File: config.mk
export PLATFORM = sky130hd
export DESIGN_NAME = pipe_ctrl_flat
export DESIGN_NICKNAME = d
export VERILOG_FILES = /design/src/rtl/pipe_ctrl_if.sv /design/src/rtl/pipe_ctrl.sv /design/src/flat_wrapper.sv
export SDC_FILE = /design/constraint.sdc
export NUM_CORES = 1
export LEC_CHECK = 0
export CAP_MARGIN = 30
export CORE_UTILIZATION = 25
export DETAILED_ROUTE_END_ITERATION = 8
export DONT_BUFFER_PORTS = 1
export GPL_TIMING_DRIVEN = 1
export PLACE_DENSITY = 0.49
export SETUP_SLACK_MARGIN = 0.1
export SLEW_MARGIN = 10
export SYNTH_ARGS = -nofsm -noshare
export SYNTH_HDL_FRONTEND = slang
export SYNTH_SLANG_ARGS = --single-unit
File: constraint.sdc
create_clock -name clk_i -period 3.7 [get_ports clk_i]
set_clock_uncertainty 0.2 [all_clocks]
set_input_delay 1.11 -clock clk_i [delete_from_list [all_inputs] [get_ports clk_i]]
set_output_delay 1.11 -clock clk_i [all_outputs]
set_load 0.1 [all_outputs]
File: src/rtl/pipe_ctrl_if.sv
// Hazard inputs and pipeline control outputs of the CPU pipeline sequencer.
// The master side raises hazards and memory requests; the slave side is the sequencer.
interface pipe_ctrl_if #(
  parameter int CNT_W = 16
);
  logic             load_use_i;
  logic             branch_i;
  logic             jump_i;
  logic             mem_req_i;
  logic             mem_ack_i;
  logic             pc_write_o;
  logic             ifid_hold_o;
  logic             ifid_flush_o;
  logic             idex_bubble_o;
  logic             stall_all_o;
  logic             err_o;
  logic [1:0]       state_o;
  logic [CNT_W-1:0] stall_cnt_o;
  logic [CNT_W-1:0] flush_cnt_o;

  modport master (
    output load_use_i, branch_i, jump_i, mem_req_i, mem_ack_i,
    input  pc_write_o, ifid_hold_o, ifid_flush_o, idex_bubble_o,
    input  stall_all_o, err_o, state_o, stall_cnt_o, flush_cnt_o
  );

  modport slave (
    input  load_use_i, branch_i, jump_i, mem_req_i, mem_ack_i,
    output pc_write_o, ifid_hold_o, ifid_flush_o, idex_bubble_o,
    output stall_all_o, err_o, state_o, stall_cnt_o, flush_cnt_o
  );
endinterface

File: src/rtl/pipe_ctrl.sv
// Pipeline sequencer: arbitrates memory freeze, load-use bubble and ID-stage flush,
// with a miss watchdog and saturating stall/flush event counters.
module pipe_ctrl #(
  parameter int CNT_W   = 16,
  parameter int TIMEOUT = 64
) (
  input  logic      clk_i,
  input  logic      rst_i,
  pipe_ctrl_if.slave pc
);
  localparam int WAIT_W = $clog2(TIMEOUT + 1);

  typedef enum logic [1:0] {
    RUN      = 2'd0,
    MEM_WAIT = 2'd1,
    ERR      = 2'd2
  } state_t;

  state_t            state_q, state_d;
  logic [WAIT_W-1:0] wait_q, wait_d;
  logic              err_q, err_d;
  logic [CNT_W-1:0]  stall_cnt_q, flush_cnt_q;
  logic              mstall;
  logic              pc_write, ifid_hold, ifid_flush, idex_bubble, stall_all;

  function automatic logic [CNT_W-1:0] sat_inc(input logic [CNT_W-1:0] v);
    return (&v) ? v : v + CNT_W'(1);
  endfunction

  always_ff @(posedge clk_i or posedge rst_i) begin
    if (rst_i) begin
      state_q     <= RUN;
      wait_q      <= '0;
      err_q       <= 1'b0;
      stall_cnt_q <= '0;
      flush_cnt_q <= '0;
    end else begin
      state_q <= state_d;
      wait_q  <= wait_d;
      err_q   <= err_d;
      if (stall_all || idex_bubble) stall_cnt_q <= sat_inc(stall_cnt_q);
      if (ifid_flush)               flush_cnt_q <= sat_inc(flush_cnt_q);
    end
  end

  always_comb begin
    state_d     = state_q;
    wait_d      = wait_q;
    err_d       = err_q;
    mstall      = 1'b0;
    pc_write    = 1'b1;
    ifid_hold   = 1'b0;
    ifid_flush  = 1'b0;
    idex_bubble = 1'b0;
    stall_all   = 1'b0;

    unique case (state_q)
      RUN: begin
        mstall = pc.mem_req_i & ~pc.mem_ack_i;
        if (mstall) begin
          state_d = MEM_WAIT;
          wait_d  = WAIT_W'(1);
        end
      end
      MEM_WAIT: begin
        mstall = ~pc.mem_ack_i;
        if (pc.mem_ack_i) begin
          state_d = RUN;
          wait_d  = '0;
        end else if (wait_q == WAIT_W'(TIMEOUT)) begin
          state_d = ERR;
          err_d   = 1'b1;
        end else begin
          wait_d = wait_q + WAIT_W'(1);
        end
      end
      default: mstall = 1'b1;  // ERR: frozen until reset, late acks ignored
    endcase

    // Priority: reset freeze, memory freeze, load-use bubble, ID-stage flush
    if (rst_i || mstall) begin
      stall_all = 1'b1;
      pc_write  = 1'b0;
      ifid_hold = 1'b1;
    end else if (pc.load_use_i) begin
      pc_write    = 1'b0;
      ifid_hold   = 1'b1;
      idex_bubble = 1'b1;
    end else if (pc.branch_i || pc.jump_i) begin
      ifid_flush = 1'b1;
    end
  end

  assign pc.pc_write_o    = pc_write;
  assign pc.ifid_hold_o   = ifid_hold;
  assign pc.ifid_flush_o  = ifid_flush;
  assign pc.idex_bubble_o = idex_bubble;
  assign pc.stall_all_o   = stall_all;
  assign pc.err_o         = err_q;
  assign pc.state_o       = state_q;
  assign pc.stall_cnt_o   = stall_cnt_q;
  assign pc.flush_cnt_o   = flush_cnt_q;
endmodule

File: src/flat_wrapper.sv
// flat-port wrapper written by rule: the top's interface ports become plain ports
module pipe_ctrl_flat 
#(
  parameter int CNT_W   = 16,
  parameter int TIMEOUT = 64
)
  (clk_i, rst_i, pc_load_use_i, pc_branch_i, pc_jump_i, pc_mem_req_i, pc_mem_ack_i, pc_pc_write_o, pc_ifid_hold_o, pc_ifid_flush_o, pc_idex_bubble_o, pc_stall_all_o, pc_err_o, pc_state_o, pc_stall_cnt_o, pc_flush_cnt_o);
  pipe_ctrl_if #(.CNT_W(CNT_W)) pc_i ();
  input  logic clk_i;
  input  logic rst_i;
  input wire logic [$bits(pc_i.load_use_i)-1:0] pc_load_use_i;
  input wire logic [$bits(pc_i.branch_i)-1:0] pc_branch_i;
  input wire logic [$bits(pc_i.jump_i)-1:0] pc_jump_i;
  input wire logic [$bits(pc_i.mem_req_i)-1:0] pc_mem_req_i;
  input wire logic [$bits(pc_i.mem_ack_i)-1:0] pc_mem_ack_i;
  output wire logic [$bits(pc_i.pc_write_o)-1:0] pc_pc_write_o;
  output wire logic [$bits(pc_i.ifid_hold_o)-1:0] pc_ifid_hold_o;
  output wire logic [$bits(pc_i.ifid_flush_o)-1:0] pc_ifid_flush_o;
  output wire logic [$bits(pc_i.idex_bubble_o)-1:0] pc_idex_bubble_o;
  output wire logic [$bits(pc_i.stall_all_o)-1:0] pc_stall_all_o;
  output wire logic [$bits(pc_i.err_o)-1:0] pc_err_o;
  output wire logic [$bits(pc_i.state_o)-1:0] pc_state_o;
  output wire logic [$bits(pc_i.stall_cnt_o)-1:0] pc_stall_cnt_o;
  output wire logic [$bits(pc_i.flush_cnt_o)-1:0] pc_flush_cnt_o;
  assign pc_i.load_use_i = pc_load_use_i;
  assign pc_i.branch_i = pc_branch_i;
  assign pc_i.jump_i = pc_jump_i;
  assign pc_i.mem_req_i = pc_mem_req_i;
  assign pc_i.mem_ack_i = pc_mem_ack_i;
  assign pc_pc_write_o = pc_i.pc_write_o;
  assign pc_ifid_hold_o = pc_i.ifid_hold_o;
  assign pc_ifid_flush_o = pc_i.ifid_flush_o;
  assign pc_idex_bubble_o = pc_i.idex_bubble_o;
  assign pc_stall_all_o = pc_i.stall_all_o;
  assign pc_err_o = pc_i.err_o;
  assign pc_state_o = pc_i.state_o;
  assign pc_stall_cnt_o = pc_i.stall_cnt_o;
  assign pc_flush_cnt_o = pc_i.flush_cnt_o;
  pipe_ctrl #(.CNT_W(CNT_W), .TIMEOUT(TIMEOUT)) u_core (.clk_i(clk_i), .rst_i(rst_i), .pc(pc_i));
endmodule
## Word-level counts from Yosys, hierarchy flattened

Cells that the tools add are included.

| word-level totals | value |
|---|---|
| register bits after elaboration | 42 |
| bits in latches | 0 |
| bits in writable memories | 0 |
| bits in read-only memories | 0 |
| input port bits | 7 |
| output and inout bits | 40 |
| logic and storage cells | 47 |
| memories kept | 0 |

| cells by class | value |
|---|---|
| add/sub/neg operators | 3 |
| $mul | 0 |
| divide/modulo/power cells | 0 |
| $lt $le $gt $ge | 0 |
| equality and inequality tests | 5 |
| shifts and indexed selects | 0 |
| muxes and demuxes | 18 |
| bitwise logic cells | 4 |
| reductions and logical operators | 12 |

Operators with widths:

| kind | count |
|---|---|
| 16-bit by 1-bit adder with 16-bit output, second input constant | 2 |
| 16-bit AND reduction | 2 |
| 7-bit two-way mux | 3 |
| 7-bit one-hot mux with 2 select lines | 1 |
| 1-bit two-way mux | 9 |
| 3-bit AND reduction | 3 |
| 7-bit by 1-bit adder with 7-bit output, second input constant | 1 |
| 7-bit equality test, second input constant | 1 |
| 2-bit two-way mux | 3 |
| 2-bit one-hot mux with 2 select lines | 1 |
| 2-bit AND reduction | 2 |
| 1-bit logical OR | 3 |
| 3-bit by 2-bit != test with 1-bit output, second input constant | 1 |
| 3-bit != test, second input constant | 1 |
| 1-bit NOT | 3 |
| 2-bit by 1-bit equality test with 1-bit output, second input constant | 1 |
| 2-bit zero test | 1 |
| 2-bit by 1-bit != test with 1-bit output, second input constant | 1 |
| 1-bit one-hot mux with 2 select lines | 1 |
| 2-bit nonzero test | 1 |
| 1-bit bitwise AND | 1 |

## Longest topological paths before layout

Gate-level depths: netlist (run 1).

| depth | value |
|---|---|
| depth in word-level cells | 7 |
| gate-level depth with buffers | 6 |
| gate-level depth less buffers | 6 |

## Least setup slack after synthesis (run 1)

No wires, ideal clock.

| timing path | value |
|---|---|
| path type | input port to output port |
| start | input rst_i |
| end | output pc_idex_bubble_o |
| data arrival time | 4767 ps |
| required time | 2390 ps |
| path slack | -2377 ps |
| stages | 3 |
| path buffers | 0 |
| cell sequence | inv_1 -> nand3_1 -> nor2_1 |

| on the way | value |
|---|---|
| cells in the longest elaborated chain, start to end | 2 |

Ends and longest elaborated chain:

| what | RTL line | RTL |
|---|---|---|
| start, declared | flat_wrapper.sv:10 | `input logic rst_i;` |
| 1-bit logical OR | pipe_ctrl.sv:81 | `if (rst_i \|\| mstall) begin` |
| 1-bit two-way mux | pipe_ctrl.sv:81 |  |
| end, declared | flat_wrapper.sv:19 | `output wire logic [$bits(pc_i.idex_bubble_o)-1:0] pc_idex_bubble_o;` |

No other way between the ends.

## Worst setup path after layout (run 1)

| timing path | value |
|---|---|
| start | input pc_load_use_i |
| end | output pc_pc_write_o |

| on the way | value |
|---|---|
| cells in the longest elaborated chain, start to end | 2 |

Ends and longest elaborated chain:

| what | RTL line | RTL |
|---|---|---|
| start, declared | flat_wrapper.sv:11 | `input wire logic [$bits(pc_i.load_use_i)-1:0] pc_load_use_i;` |
| 1-bit two-way mux | pipe_ctrl.sv:85 | `end else if (pc.load_use_i) begin` |
| 1-bit two-way mux | pipe_ctrl.sv:81 |  |
| end, declared | flat_wrapper.sv:16 | `output wire logic [$bits(pc_i.pc_write_o)-1:0] pc_pc_write_o;` |

No other way between the ends.

==> qor.txt, run 1 <==
Post-Place Setup Slack - 478 ps
Fin Hold WS - 298 ps
Die height - 97.5 µm
Post-Synth Adder-Cell Area - 0.0219
Pint - 820 µW
Top_reg_cell synth - dfrtp_1
CTS Buf Count - 5
Flops & latches, synth - 42
Post-CTS Resized - 0
RSZ-0062 raised after global routing - false
Syn_area_per_cell - 10.5 µm²
Final hold vios - 0
DRC Markers - 0
Router iterations before antenna repair - 4
Area leader, netlist - dfrtp_1
Hold path startpoint - u_core.pc.stall_cnt_o[6]
GRT Residual Overflow - 0
Sequential element share of the synthesized area - 0.461
Power per Cell Area - 494 mW/mm²
Clk_lat worst skew - 300 ps
Ys async rst share - 1.00
Mux cell area share after synthesis - 0.0197
Post-CTS Setup Inserts - 0
R2r startpoint - u_core.pc.flush_cnt_o[1]
Num rows - 34
Crit Path Class - in2out
Status - finished clean
Critical path origin - pc_load_use_i
Worst min path class - reg2reg
Min Tclk post-route - 3200 ps
Comb power frac - 0.377
Synth Warn # - 0
Yosys top cell area share - 0.461
Simple-gate share of the synthesized area - 0.254
Post-route ant nets - 0
Root Buffer Master - clkbuf_8
Main combinational cell family by area after synthesis - simple AND/OR/NAND/NOR gates
DIE WIDTH - 97.5 µm
Number of synthesized flops with an enable pin - 0
FMAX - 0.312 GHz
Port Buf Inserts - 0
Worst setup slack after layout - 497 ps
Vias per std cell - 4.87
Critical path required time - 2390 ps
Worst-path clk slew - 90 ps
Final setup viols - 0
Core area - 0.00876 mm²
Period utilization - 0.866
CTS hold repair buffers - 0
Post-Syn Nets - 228
Final wirelength - 5260 µm
First-pass GRT wire length - 9050 µm
# fillers - 896
Fraction of synthesized cell area in xor and xnor cells - 0.104
Most frequent cell after synthesis - dfrtp_1
Max FO, Critical Path - 3
Commonest cells post-synth - dfrtp_1, xor2_1, nand2_1
DR WL/cell - 14.2 µm
Post-synthesis compound-gate area fraction - 0.112
Unique masters post-synth - 44
Clk buf depth - 2
IO Count - 47
Hpwl dp - 3900 µm
Final nets - 273
Initial Util - 0.260
TritonCTS Sinks - 42
P&R area growth vs syn - 28.0%
MaxCap Viol Count - 0
Clk pwr share - 0.251
Crit path DAT - 1890 ps
Ant. Diodes - 0
Initial antenna violation count - 0
Lkg Pwr - 1.33 nW
Max-slew headroom - 0.360
Top cells by area, synth - dfrtp_1, xor2_1, nand2_1
Net Sw Frac - 0.432
Post-Synthesis Cell Area - 0.00228 mm²
Largest net degree at the start of global routing - 43
Cells after synthesis - 217
Switching power total - 624 µW
Vias - 1,806
Die area - 0.00952 mm²
Peak supply drop - 302 µV
All-layer global routing usage - 0.118
H-tree depth - 2
Drt initial violations - 51
CP Capture Type - output port
CTS tree - done
Worst-Margin Slew - 960 ps
Ratio of cells with drive above 1 in the final layout - 0.281
Reg2reg setup slack - 970 ps
Sequential share of power - 0.372
Worst setup SP type - primary input
Final Slew Violations - 0
GPL Wtd Cong - 0.778
Vias in the first global route - 1,811
-- power by group through the flow --
| stage | Sequential (mW) | Combinational, mW | Clock [mW] |
|---|---|---|---|
| 6_report | 0.537 | 0.544 | 0.363 |
| 5_1_grt | 0.546 | 0.568 | 0.400 |
| 4_1_cts | 0.572 | 0.481 | 0.382 |
| 3_5_place_dp | 0.581 | 0.480 | 0 |
| 3_3_place_gp | 0.581 | 0.478 | 0 |
| 2_1_floorplan | 0.887 | 0.0719 | 0 |
-- cell families (layout without fill, tap and decap cells) --
logic type,after synthesis,in the layout
simple gates,94,94
flops,42,42
compound gates,32,32
xor+xnor,27,27
buf+inv,14,60
fa+ha+maj,4,4
mux,4,4
-- worst max-delay path: stages --
cell	delay [ps]
nor3_4	320
nand2_4	90
clkinvlp_4	360
-- through the flow --
| step | TNS (ps) | std cells | power (mW) | utilization | cell area (µm²) |
|---|---|---|---|---|---|
| floorplan | -221 | 217 | 0.958 | - | 2320 |
| global placement | 0 | 360 | 1.06 | 0.314 | 2750 |
| detailed placement | 0 | 360 | 1.06 | 0.314 | 2750 |
| CTS | 0 | 368 | 1.43 | 0.327 | 2860 |
| global route | 0 | 371 | 1.51 | 0.333 | 2920 |
| finish | 0 | 371 | 1.44 | 0.333 | 2920 |
-- metal layers --
metal / vias to the layer above / wire length, µm / global-route usage
met3: 5 / 376 / 0.0374
li1: 880 / - / -
met2: 49 / 2470 / 0.191
met4: 0 / 66 / 0.0385
met5: - / 0 / 0
met1: 872 / 2340 / 0.149
-- cell usage in the layout, fill, tap and decap left out, types with 2 or more instances in the layout --
master / count
a21oi_1: 10
and2_1: 5
and3_1: 5
and4_1: 3
buf_12: 3
buf_16: 2
buf_4: 35
clkbuf_8: 5
clkinv_2: 2
clkinvlp_4: 2
dfrtp_1: 41
ha_1: 4
inv_1: 9
mux2_2: 4
nand2_1: 18
nand3_1: 10
nand4_1: 9
nor2_1: 4
nor3_1: 10
nor3_4: 2
nor3b_1: 2
nor4_1: 9
nor4_2: 2
o21ai_0: 7
o31ai_1: 5
or3_2: 2
or4_1: 2
xnor2_1: 4
xor2_1: 23
-- state kept, by name (all words and copies together) (netlist names) --
name	cells
u_core.wait_q	7
u_core.pc.stall_cnt_o	16
u_core.pc.state_o	2
u_core.pc.flush_cnt_o	16
u_core.pc.err_o	1
-- worst paths after layout --
kind / endpoint / cells past startpoint
hold / removal: u_core.pc.stall_cnt_o[6] / 1
setup reg to reg: u_core.pc.flush_cnt_o[1] / 7
hold reg to reg: u_core.pc.stall_cnt_o[6] / 1
setup / recovery: pc_pc_write_o / 3
min in group asynchronous: u_core.pc.stall_cnt_o[5] / 2
max in group asynchronous: u_core.pc.state_o[0] / 2
-- final cells by class --
cell class	count	area, µm²	share of cell area
timing repair buffer	41	383	0.131
clock inverter	3	40.0	0.0137
tap	108	135	0.0463
multi-input combinational	161	1190	0.409
clock buffer	5	68.8	0.0236
inverter	11	48.8	0.0167
sequential	42	1050	0.360
(Power assumes the default switching activity.)
==> inputs of run 2 (changes only) <==
clock period = 4.1 ns   (was 3.7 ns; I/O delays follow)
==> qor.txt, run 2 (synthesized netlist as in run 1, its figures left out) <==
Status - finished clean (unchanged)
Max FO, Critical Path - 16 (was 3)
Clk_lat worst skew - 290 ps (was 300 ps)
Die area - 0.00952 mm² (unchanged)
Most frequent cells in the layout - dfrtp_1, buf_4, xor2_1 (unchanged)
Period utilization - 0.878
Most common cell after layout, fill and taps aside - dfrtp_1 (unchanged)
IO Count - 47 (unchanged)
GRT Residual Overflow - 0 (unchanged)
Peak supply drop - 209 µV (was 302 µV)
Final wirelength - 5140 µm (was 5260 µm)
CTS tree - done (unchanged)
Worst-Margin Slew - 1000 ps (was 960 ps)
Final hold vios - 0 (unchanged)
MaxCap Viol Count - 0 (unchanged)
Post-CTS Resized - 0 (unchanged)
Core area - 0.00876 mm² (unchanged)
Router iterations before antenna repair - 4 (unchanged)
DIE WIDTH - 97.5 µm (unchanged)
Initial Util - 0.260 (unchanged)
FMAX - 0.278 GHz
Crit Path Class - in2out (unchanged)
Vias per std cell - 4.87 (about the same)
Ratio of cells with drive above 1 in the final layout - 0.255 (was 0.281)
Worst setup slack after layout - 499 ps (was 497 ps)
Setup TNS - 0 ps (unchanged)
CTS hold repair buffers - 0 (unchanged)
Dpl cells - 351 (was 360)
Final setup viols - 0 (unchanged)
CTS Buf Count - 5 (unchanged)
Worst setup SP type - primary input (unchanged)
DR WL/cell - 14.1 µm (was 14.2 µm)
Crit path DAT - 2170 ps (was 1890 ps)
Root Buffer Master - clkbuf_8 (unchanged)
Post-Place Setup Slack - 515 ps (was 478 ps)
Hpwl dp - 3880 µm (was 3900 µm)
Post-CTS Setup Inserts - 0 (unchanged)
Total power - 1.35 mW (was 1.44 mW)
Largest net degree at the start of global routing - 43 (unchanged)
Final Slew Violations - 0 (unchanged)
CP Capture Type - output port (unchanged)
Ant. Diodes - 0 (unchanged)
Lkg Pwr - 1.30 nW (was 1.33 nW)
GPL Wtd Cong - 0.780 (was 0.778)
Vias in the first global route - 1,750 (was 1,811)
Die height - 97.5 µm (unchanged)
Worst min path class - reg2reg (unchanged)
Critical path required time - 2670 ps (was 2390 ps)
Design Area, Final - 0.00288 mm² (was 0.00292 mm²)
DRC Markers - 0 (unchanged)
Area after DPL - 0.00267 mm² (was 0.00275 mm²)
Post-route ant nets - 0 (unchanged)
Fin Hold WS - 349 ps (was 298 ps)
P&R area growth vs syn - 26.0% (was 28.0%)
First-pass GRT wire length - 8800 µm (was 9050 µm)
All-layer global routing usage - 0.115 (was 0.118)
Final nets - 265 (was 273)
Drt initial violations - 49 (was 51)
TritonCTS Sinks - 42 (unchanged)
Layout Cells excl Fill - 363 (was 371)
H-tree depth - 2 (unchanged)
Clk buf depth - 2 (unchanged)
Min Tclk post-route - 3600 ps
Num rows - 34 (unchanged)
Initial antenna violation count - 0 (unchanged)
Vias - 1,768 (was 1,806)
RSZ-0062 raised after global routing - false (unchanged)
Final Util - 0.328 (was 0.333)
Port Buf Inserts - 0 (unchanged)
Power per Cell Area - 469 mW/mm² (was 494 mW/mm²)
Worst-path clk slew - 80 ps (was 90 ps)
Max-slew headroom - 0.331 (was 0.360)
run 2: critical path, stage by stage:
cell and delay, ps:
nor3_4 300, o211ai_4 240, inv_1 100, buf_4 290
run 2: area by class of cell:
| type | count | area [µm²] |
|---|---|---|
| Clock buffer | 5 | 68.8 |
| Clock inverter | 3 | 68.8 |
| Fill cell | 913 | 5890 |
| Inverter | 11 | 48.8 |
| Multi-Input combinational cell | 161 | 1190 |
| Sequential cell | 42 | 1050 |
| Tap cell | 108 | 135 |
| Timing Repair Buffer | 33 | 314 |
run 2: final timing paths:
kind | slack (ps) | cells after the start | to | start
worst max-delay path | 500 | 4 | pc_ifid_flush_o | pc_load_use_i
max in group asynchronous | 2510 | 2 | u_core.pc.flush_cnt_o[6] | rst_i
worst min register to register | 350 | 1 | u_core.wait_q[3] | u_core.wait_q[3]
worst max register to register | 1400 | 5 | u_core.pc.flush_cnt_o[1] | u_core.pc.flush_cnt_o[9]
worst min-delay path | 350 | 1 | u_core.wait_q[3] | u_core.wait_q[3]
min in group asynchronous | 800 | 2 | u_core.pc.stall_cnt_o[2] | rst_i
run 2: where the power goes:
part / internal (mW) / leakage [nW] / total [mW] / switching (mW)
clock: 0.244 / 0.0683 / 0.391 / 0.147
combinational: 0.0929 / 0.678 / 0.390 / 0.297
sequential: 0.452 / 0.550 / 0.567 / 0.116
total: 0.789 / 1.30 / 1.35 / 0.560
run 2: per-layer routing:
layer,GRT usage,up-vias,share of wire
met3,0.0388,9,0.070
met4,0.0339,0,0.012
li1,-,862,-
met1,0.144,847,0.45
met5,0,-,0
met2,0.188,50,0.47
